## config.mk

```make
export PLATFORM = sky130hd
export DESIGN_NAME = char_sweep_seq
export DESIGN_NICKNAME = d
export VERILOG_FILES = /design/src/rtl/char_sweep_seq.sv
export SDC_FILE = /design/constraint.sdc
export NUM_CORES = 1
export LEC_CHECK = 0
export BUFFER_PORTS_ARGS = -buffer_cell sky130_fd_sc_hd__buf_2
export CORE_MARGIN = 1.5
export CORE_UTILIZATION = 45
export CTS_BUF_LIST = sky130_fd_sc_hd__clkbuf_8
export DETAILED_ROUTE_END_ITERATION = 6
export GPL_ROUTABILITY_DRIVEN = 0
export PLACE_DENSITY = 0.79
export SETUP_SLACK_MARGIN = 0.15
export SYNTH_ARGS = -nofsm -noshare
export SYNTH_HDL_FRONTEND = slang
export SYNTH_SLANG_ARGS = --single-unit
```

## constraint.sdc

```tcl
create_clock -name clk -period 1.9 [get_ports clk]
set_input_delay 0.095 -clock clk [delete_from_list [all_inputs] [get_ports clk]]
set_output_delay 0.095 -clock clk [all_outputs]
set_load 0.02 [all_outputs]
```

## src/rtl/char_sweep_seq.sv

```systemverilog
// Sequencer for the dynamic-power characterization bench: walks slope x capacitance x pin x edge,
// captures one energy word per transition. Define SWEEP_ABORT_EN to add an abort input.
module char_sweep_seq #(
  parameter int unsigned NBSLOPES    = 7,
  parameter int unsigned NBCAPA      = 7,
  parameter int unsigned NB_PINS     = 2,
  parameter int unsigned TICK_CYCLES = 7,
  parameter int unsigned DATA_W      = 32,
  localparam int unsigned SW = (NBSLOPES > 1) ? $clog2(NBSLOPES) : 1,
  localparam int unsigned CW = (NBCAPA > 1) ? $clog2(NBCAPA) : 1,
  localparam int unsigned PW = (NB_PINS > 1) ? $clog2(NB_PINS) : 1
) (
  input  logic               clk,
  input  logic               nrst,
  input  logic               start,
`ifdef SWEEP_ABORT_EN
  input  logic               abort,
`endif
  output logic [SW-1:0]      slope_idx,
  output logic [CW-1:0]      capa_idx,
  output logic [NB_PINS-1:0] din,
  input  logic [DATA_W-1:0]  meas_in,
  output logic               res_valid,
  input  logic               res_ready,
  output logic [DATA_W-1:0]  res_data,
  output logic [SW-1:0]      res_slope,
  output logic [CW-1:0]      res_capa,
  output logic [PW-1:0]      res_pin,
  output logic               res_rise,
  output logic               busy,
  output logic               done
);

  localparam int unsigned TW = $clog2(TICK_CYCLES + 1);
  localparam logic [SW-1:0] SLOPE_LAST = SW'(NBSLOPES - 1);
  localparam logic [CW-1:0] CAPA_LAST  = CW'(NBCAPA - 1);
  localparam logic [PW-1:0] PIN_LAST   = PW'(NB_PINS - 1);
  localparam logic [TW-1:0] SETTLE_END = TW'(TICK_CYCLES);
  localparam logic [TW-1:0] DRIVE_END  = TW'(TICK_CYCLES - 1);

  typedef enum logic [2:0] {
    S_IDLE,
    S_SETTLE,
    S_DRIVE,
    S_EMIT,
    S_DONE
  } state_e;

  state_e              state_q, state_d;
  logic [TW-1:0]       cnt_q, cnt_d;
  logic [SW-1:0]       slope_q, slope_d;
  logic [CW-1:0]       capa_q, capa_d;
  logic [PW-1:0]       pin_q, pin_d;
  logic                rise_q, rise_d;
  logic [NB_PINS-1:0]  din_q, din_d;
  logic                res_valid_q, res_valid_d;
  logic [DATA_W-1:0]   res_data_q, res_data_d;
  logic [SW-1:0]       res_slope_q, res_slope_d;
  logic [CW-1:0]       res_capa_q, res_capa_d;
  logic [PW-1:0]       res_pin_q, res_pin_d;
  logic                res_rise_q, res_rise_d;
  logic                busy_q, busy_d;
  logic                done_q, done_d;
  logic [PW-1:0]       pin_nxt;

  // Drive level for the toggled pin; every other input rests high.
  function automatic logic [NB_PINS-1:0] drive_pat(input logic [PW-1:0] pin, input logic rise);
    logic [NB_PINS-1:0] pat;
    pat      = '1;
    pat[pin] = rise;
    return pat;
  endfunction

  assign pin_nxt = pin_q + PW'(1);

  always_comb begin
    state_d     = state_q;
    cnt_d       = '0;
    slope_d     = slope_q;
    capa_d      = capa_q;
    pin_d       = pin_q;
    rise_d      = rise_q;
    din_d       = din_q;
    res_valid_d = res_valid_q;
    res_data_d  = res_data_q;
    res_slope_d = res_slope_q;
    res_capa_d  = res_capa_q;
    res_pin_d   = res_pin_q;
    res_rise_d  = res_rise_q;
    busy_d      = busy_q;
    done_d      = 1'b0;

    case (state_q)
      S_IDLE: begin
        din_d  = '1;
        busy_d = 1'b0;
        if (start) begin
          state_d = S_SETTLE;
          busy_d  = 1'b1;
          slope_d = '0;
          capa_d  = '0;
          pin_d   = '0;
          rise_d  = 1'b0;
        end
      end
      S_SETTLE: begin
        if (cnt_q == SETTLE_END) begin
          state_d = S_DRIVE;
          din_d   = drive_pat(pin_q, rise_q);
        end else begin
          cnt_d = cnt_q + TW'(1);
        end
      end
      S_DRIVE: begin
        if (cnt_q == DRIVE_END) begin
          state_d     = S_EMIT;
          res_valid_d = 1'b1;
          res_data_d  = meas_in;
          res_slope_d = slope_q;
          res_capa_d  = capa_q;
          res_pin_d   = pin_q;
          res_rise_d  = rise_q;
        end else begin
          cnt_d = cnt_q + TW'(1);
        end
      end
      S_EMIT: begin
        // Advance order: edge, then pin, then capacitance, then slope.
        if (res_ready) begin
          res_valid_d = 1'b0;
          if (!rise_q) begin
            state_d = S_DRIVE;
            rise_d  = 1'b1;
            din_d   = drive_pat(pin_q, 1'b1);
          end else if (pin_q != PIN_LAST) begin
            state_d = S_DRIVE;
            pin_d   = pin_nxt;
            rise_d  = 1'b0;
            din_d   = drive_pat(pin_nxt, 1'b0);
          end else begin
            pin_d  = '0;
            rise_d = 1'b0;
            din_d  = '1;
            if (capa_q != CAPA_LAST) begin
              state_d = S_SETTLE;
              capa_d  = capa_q + CW'(1);
            end else if (slope_q != SLOPE_LAST) begin
              state_d = S_SETTLE;
              capa_d  = '0;
              slope_d = slope_q + SW'(1);
            end else begin
              state_d = S_DONE;
              slope_d = '0;
              capa_d  = '0;
              busy_d  = 1'b0;
              done_d  = 1'b1;
            end
          end
        end
      end
      S_DONE: begin
        state_d = S_IDLE;
      end
      default: begin
        state_d = S_IDLE;
      end
    endcase

`ifdef SWEEP_ABORT_EN
    // DONE already returns to IDLE with its own done pulse, so abort only cuts an active sweep.
    if (abort && (state_q == S_SETTLE || state_q == S_DRIVE || state_q == S_EMIT)) begin
      state_d     = S_IDLE;
      cnt_d       = '0;
      slope_d     = '0;
      capa_d      = '0;
      pin_d       = '0;
      rise_d      = 1'b0;
      din_d       = '1;
      res_valid_d = 1'b0;
      busy_d      = 1'b0;
      done_d      = 1'b1;
    end
`endif
  end

  always_ff @(posedge clk or negedge nrst) begin
    if (!nrst) begin
      state_q     <= S_IDLE;
      cnt_q       <= '0;
      slope_q     <= '0;
      capa_q      <= '0;
      pin_q       <= '0;
      rise_q      <= 1'b0;
      din_q       <= '1;
      res_valid_q <= 1'b0;
      res_data_q  <= '0;
      res_slope_q <= '0;
      res_capa_q  <= '0;
      res_pin_q   <= '0;
      res_rise_q  <= 1'b0;
      busy_q      <= 1'b0;
      done_q      <= 1'b0;
    end else begin
      state_q     <= state_d;
      cnt_q       <= cnt_d;
      slope_q     <= slope_d;
      capa_q      <= capa_d;
      pin_q       <= pin_d;
      rise_q      <= rise_d;
      din_q       <= din_d;
      res_valid_q <= res_valid_d;
      res_data_q  <= res_data_d;
      res_slope_q <= res_slope_d;
      res_capa_q  <= res_capa_d;
      res_pin_q   <= res_pin_d;
      res_rise_q  <= res_rise_d;
      busy_q      <= busy_d;
      done_q      <= done_d;
    end
  end

  assign slope_idx = slope_q;
  assign capa_idx  = capa_q;
  assign din       = din_q;
  assign res_valid = res_valid_q;
  assign res_data  = res_data_q;
  assign res_slope = res_slope_q;
  assign res_capa  = res_capa_q;
  assign res_pin   = res_pin_q;
  assign res_rise  = res_rise_q;
  assign busy      = busy_q;
  assign done      = done_q;

endmodule

```

Word level (Yosys, flattened, before mapping)
Index checks and enable logic that the tools add are counted.
{ "totals": {"regBits": 59, "in_bits": 36, "out_inout_bits": 51, "elab_cells": 113} }
{ "classes": {"add_sub_neg": 4, "n_lt_le_gt_ge": 4, "n_eq_ne": 15, "n_mux": 57, "bitwise_logic": 3, "reduce_logical": 15} }
{ "ops": {"columns": ["cell", "n"], "rows": [
  ["3-bit two-way mux", 20],
  ["1-bit two-way mux", 22],
  ["3-bit case mux with 2 select lines", 3],
  ["2-bit inequality test (second input constant)", 8],
  ["3-bit case mux with 4 select lines", 1],
  ["6-bit AND reduction", 2],
  ["3-bit by 1-bit adder with 3-bit output (second input constant)", 3],
  ["3-bit AND reduction", 3],
  ["2-bit two-way mux", 4],
  ["1-bit case mux with 2 select lines", 4],
  ["4-bit AND reduction", 2],
  ["3-bit by 2-bit equality test with 1-bit output (second input constant)", 2],
  ["3-bit equality test (second input constant)", 2],
  ["3-bit inequality test (second input constant)", 2],
  ["2-bit case mux with 3 select lines", 1],
  ["5-bit AND reduction", 1],
  ["1-bit by 2-bit < comparator with 1-bit output (second input constant)", 2],
  ["2-bit NOT", 2],
  ["2-bit nonzero test", 2],
  ["3-bit by 1-bit equality test with 1-bit output (second input constant)", 1],
  ["3-bit logical NOT", 1],
  ["3-bit nonzero test", 1],
  ["1-bit demux with 1-bit select", 2],
  ["1-bit greater-or-equal comparator (second input constant)", 2],
  ["other kinds (4)", 5]
]} }

Logic depth before layout (Yosys ltp)
{ "logic_depth": {"depth_word": 10, "depth_mapped": 6, "mapped_depth_nobuf": 6} }

Worst setup path before layout
OpenSTA, ideal clock, no wires.
{ "synth_timing": {"path_type": "flip-flop to flip-flop", "startpoint": "reg cnt_q[0]", "endpoint": "reg res_data_q[0], in the netlist res_data[0]", "setup_time_ps": 125, "arrival_ps": 1454, "required_ps": 1775, "path_slack_ps": 321, "stages_incl_launch_ff": 7, "path_buffers": 1, "synth_period_minus_slack_ps": 1579, "path_cell_list": "dfrtp_1 > inv_1 > ha_1 > nand2_1 > nor3_4 > buf_6 > mux2_2"} }
{ "synth_between": {"elab_chain_len": 2} }
{ "synth_rtl": {"columns": ["item", "line", "source"], "rows": [
  ["start: declaration", "50", "logic [TW-1:0] cnt_q, cnt_d;"],
  ["start signal: assignment", "205", "cnt_q <= cnt_d;"],
  ["3-bit equality test", "115", "if (cnt_q == DRIVE_END) begin"],
  ["2-bit AND reduction (no source line)", null, null],
  ["end signal: assignment", "212", "res_data_q <= res_data_d;"],
  ["end: declaration", "57", "logic [DATA_W-1:0] res_data_q, res_data_d;"]
]} }
Every way passes these cells.
A chain may end at the register's enable or synchronous reset.

Worst setup path after layout
{ "layout_timing": {"startpoint": "reg cnt_q[0]", "endpoint": "reg res_data_q[1], in the netlist res_data[1]"} }
Same word-level chain as after synthesis.

==> results.sh <==
export IMPL_synth_fp_nets=236
export IMPL_clock_latency_ns=0.32
export IMPL_cts_buffers=9
export IMPL_grt_overflow=0
export IMPL_fill_cells=428
export IMPL_slew_headroom=0.5364
export IMPL_cpPeakStageDelay_ns=0.38
export IMPL_synth_area_leaders="dfrtp_1 (56%), mux2_2 (18%), dfstp_2 (2.0%)"
export IMPL_place_area_sq_um=3082
export IMPL_critPathKind="reg2reg"
export IMPL_max_clock_freq_mhz=604.3
export IMPL_p_leak_nw=1.746
export IMPL_vias_per_cell=5.158
export IMPL_antenna_cells=0
export IMPL_ys_seq_area_frac=0.5760
export IMPL_syn_avg_cell_area_sq_um=13.03
export IMPL_cts_buffer_depth=2
export IMPL_synthToLayoutAreaGrowth_pct=41.57
export IMPL_post_drt_wl_per_cell_microns=14.71
export IMPL_synth_flop_cell="dfrtp_1"
export IMPL_synth_top_cell_area_share=0.5556
export IMPL_initial_core_util=0.4663
export IMPL_layout_common_cells="buf_2 (86), dfrtp_1 (56), mux2_2 (42)"
export IMPL_h_tree_depth=3
export IMPL_io_pins=87
export IMPL_fin_skew_ns=0.007555
export IMPL_dr_pass1_iters=5
export IMPL_p_per_area_nw_per_um2=1561
export IMPL_hold_path_class="in2reg"
export IMPL_required_ns=2.11
export IMPL_worstMarginPinSlew_ns=0.6955
export IMPL_drv_cap=0
export IMPL_die_area_sq_um=6168
export IMPL_rows=27
export IMPL_ir_drop_mv=1.042
export IMPL_finalSetupTns_ns=0
export IMPL_core_sq_um=5507
export IMPL_maxSlewViolCount=0
export IMPL_wl_met2_microns=2960
export IMPL_slowest_stage="dfrtp_1"
export IMPL_final_nets=360
export IMPL_grt_pass1_vias=2113
export IMPL_met1_length_microns=2438
export IMPL_vias=2053
export IMPL_wirelength_microns=5855
export IMPL_ys_seq_elements=59
export IMPL_drc=0
export IMPL_synth_area_sq_um=2567
export IMPL_arrival_ns=1.86
export IMPL_dp_hpwl_microns=3629
export IMPL_port_buffers=86
export IMPL_path_max_fanout=21
export IMPL_path_cells="inv_1 > ha_1 > nand2_2 > nor3_4 > buf_4 > buf_12 > mux2_2"
export IMPL_yosysWarningCount=0
export IMPL_drtIter0Drc=174
export IMPL_start_kind="flip-flop"
export IMPL_rrSetupSlack_ns=0.25
export IMPL_fin_area_sq_um=3635
export IMPL_clk_pin_slew_ns=0.07
export IMPL_crit_buf_inv=3
export IMPL_cts_sinks=59
export IMPL_synth_edf_count=0
export IMPL_grt_max_degree=42
export IMPL_setup_violations=0
export IMPL_async_reset_ff_frac=1.000
export IMPL_top_layer="met4"
export IMPL_wl_met3_microns=348
export IMPL_end_kind="flip-flop"
export IMPL_drtAntennaViolNets=0
export IMPL_cts_tree="yes"
export IMPL_worst_path_dominant_cell_family="flip-flops"
export IMPL_grt_usage=0.1922
export IMPL_rsz0062_at_grt="false"
export IMPL_layout_commonest_cell="buf_2"
export IMPL_post_route_min_period_ns=1.655
export IMPL_fp_dieH_microns=78.54
export IMPL_period_share=0.8710
export IMPL_drive_gt1_frac=0.5092
export IMPL_hold_viol_final=0
export IMPL_antenna_found_initial=0
export IMPL_outcome="finished clean"
export IMPL_grt_pass1_wl_microns=9135
export IMPL_dieWidth_microns=78.54
export IMPL_synth_largest_area_cell="dfrtp_1"
export IMPL_clock_root_buffer="clkbuf_8"
export IMPL_synth_cells=197
export IMPL_synthDistinctLibCells=45
-- sequential cells by signal (all words and copies together), names as in the netlist --
signal and count:
res_data 32, capa_idx 3, cnt_q 3, res_capa 3, res_slope 3, slope_idx 3, state_q 3, din 2
busy 1, done 1, pin_q 1, res_pin 1, res_rise 1, res_valid 1, rise_q 1
-- area by class of cell --
class | instances | area, sq um | share of cell area
multi-input cells | 124 | 999.7 | 0.2750
clock inverters | 5 | 76.32 | 0.02100
inverters | 4 | 15.01 | 0.004131
repair buffers | 123 | 822.0 | 0.2262
flip-flops and latches | 59 | 1480 | 0.4072
clock buffers | 11 | 151.4 | 0.04165
well taps | 72 | 90.09 | 0.02478
-- metrics by stage --
step / utilization / std cells / worst slack, ns / total power, mW / hold slack (ns)
floorplan: - / 197 / 0.3211 / 3.612 / -0.2006
global placement: 0.5596 / 351 / 0.2225 / 4.203 / 0.1833
detailed placement: 0.5596 / 351 / 0.1638 / 4.285 / 0.1850
CTS: 0.6501 / 394 / 0.1567 / 5.620 / 0.00005154
global route: 0.6601 / 398 / 0.1573 / 5.998 / 0.001992
finish: 0.6601 / 398 / 0.2451 / 5.673 / 0.01003
-- power breakdown --
part           switching (mW)  internal (mW)
combinational            1.25           1.02
sequential              0.343           1.77
clock                   0.485          0.803
total                    2.08           3.59
-- final timing paths --
path                            startpoint      endpoint  cells after the start
worst min register to register   res_valid     res_valid                      1
max in group asynchronous             nrst  res_data[11]                      3
worst max-delay path              cnt_q[0]   res_data[1]                      7
worst min-delay path            meas_in[0]   res_data[0]                      2
worst max register to register    cnt_q[0]   res_data[1]                      7
min in group asynchronous             nrst  res_data[29]                      2
-- worst register-to-register path, stage by stage (launching register included) --
cell and delay (ns):
dfrtp_1 0.38, inv_1 0.07, ha_1 0.19, nand2_2 0.10
nor3_4 0.13, buf_4 0.14, buf_12 0.17, mux2_2 0.37
-- cells in the mapped netlist (2+ instances only) --
master,count
a21oi_1,5
a31oi_1,3
buf_2,3
buf_6,4
dfrtp_1,57
dfstp_2,2
ha_1,3
inv_1,2
inv_2,2
mux2_1,2
mux2_2,42
nand2_1,12
nand2b_1,5
nand3_1,3
nor2_1,7
nor2_2,2
nor2b_1,2
nor3_1,5
o21ai_0,7
o21ai_1,2
o31ai_1,2
o41ai_1,2
-- routing by layer --
layer	vias to the layer above	GRT usage
li1	957	-
met1	1005	0.2134
met2	80	0.3233
met3	11	0.05000
met4	0	0.1268
met5	-	0
-- kinds of logic after synthesis --
kind of cell | share of synthesized area
buf+inv | 0.03557
simple gates | 0.1023
compound gates | 0.07456
mux | 0.1969
flops | 0.5760
fa+ha+maj | 0.01462
-- what timing repair did --
action,CTS,global route
setup buffers,0,2
hold buffers,27,0
endpoints found under the setup margin,0,40
hold endpoints to repair,52,0
gates resized for setup,0,2
Note: power is estimated with default switching activity, not from simulation.
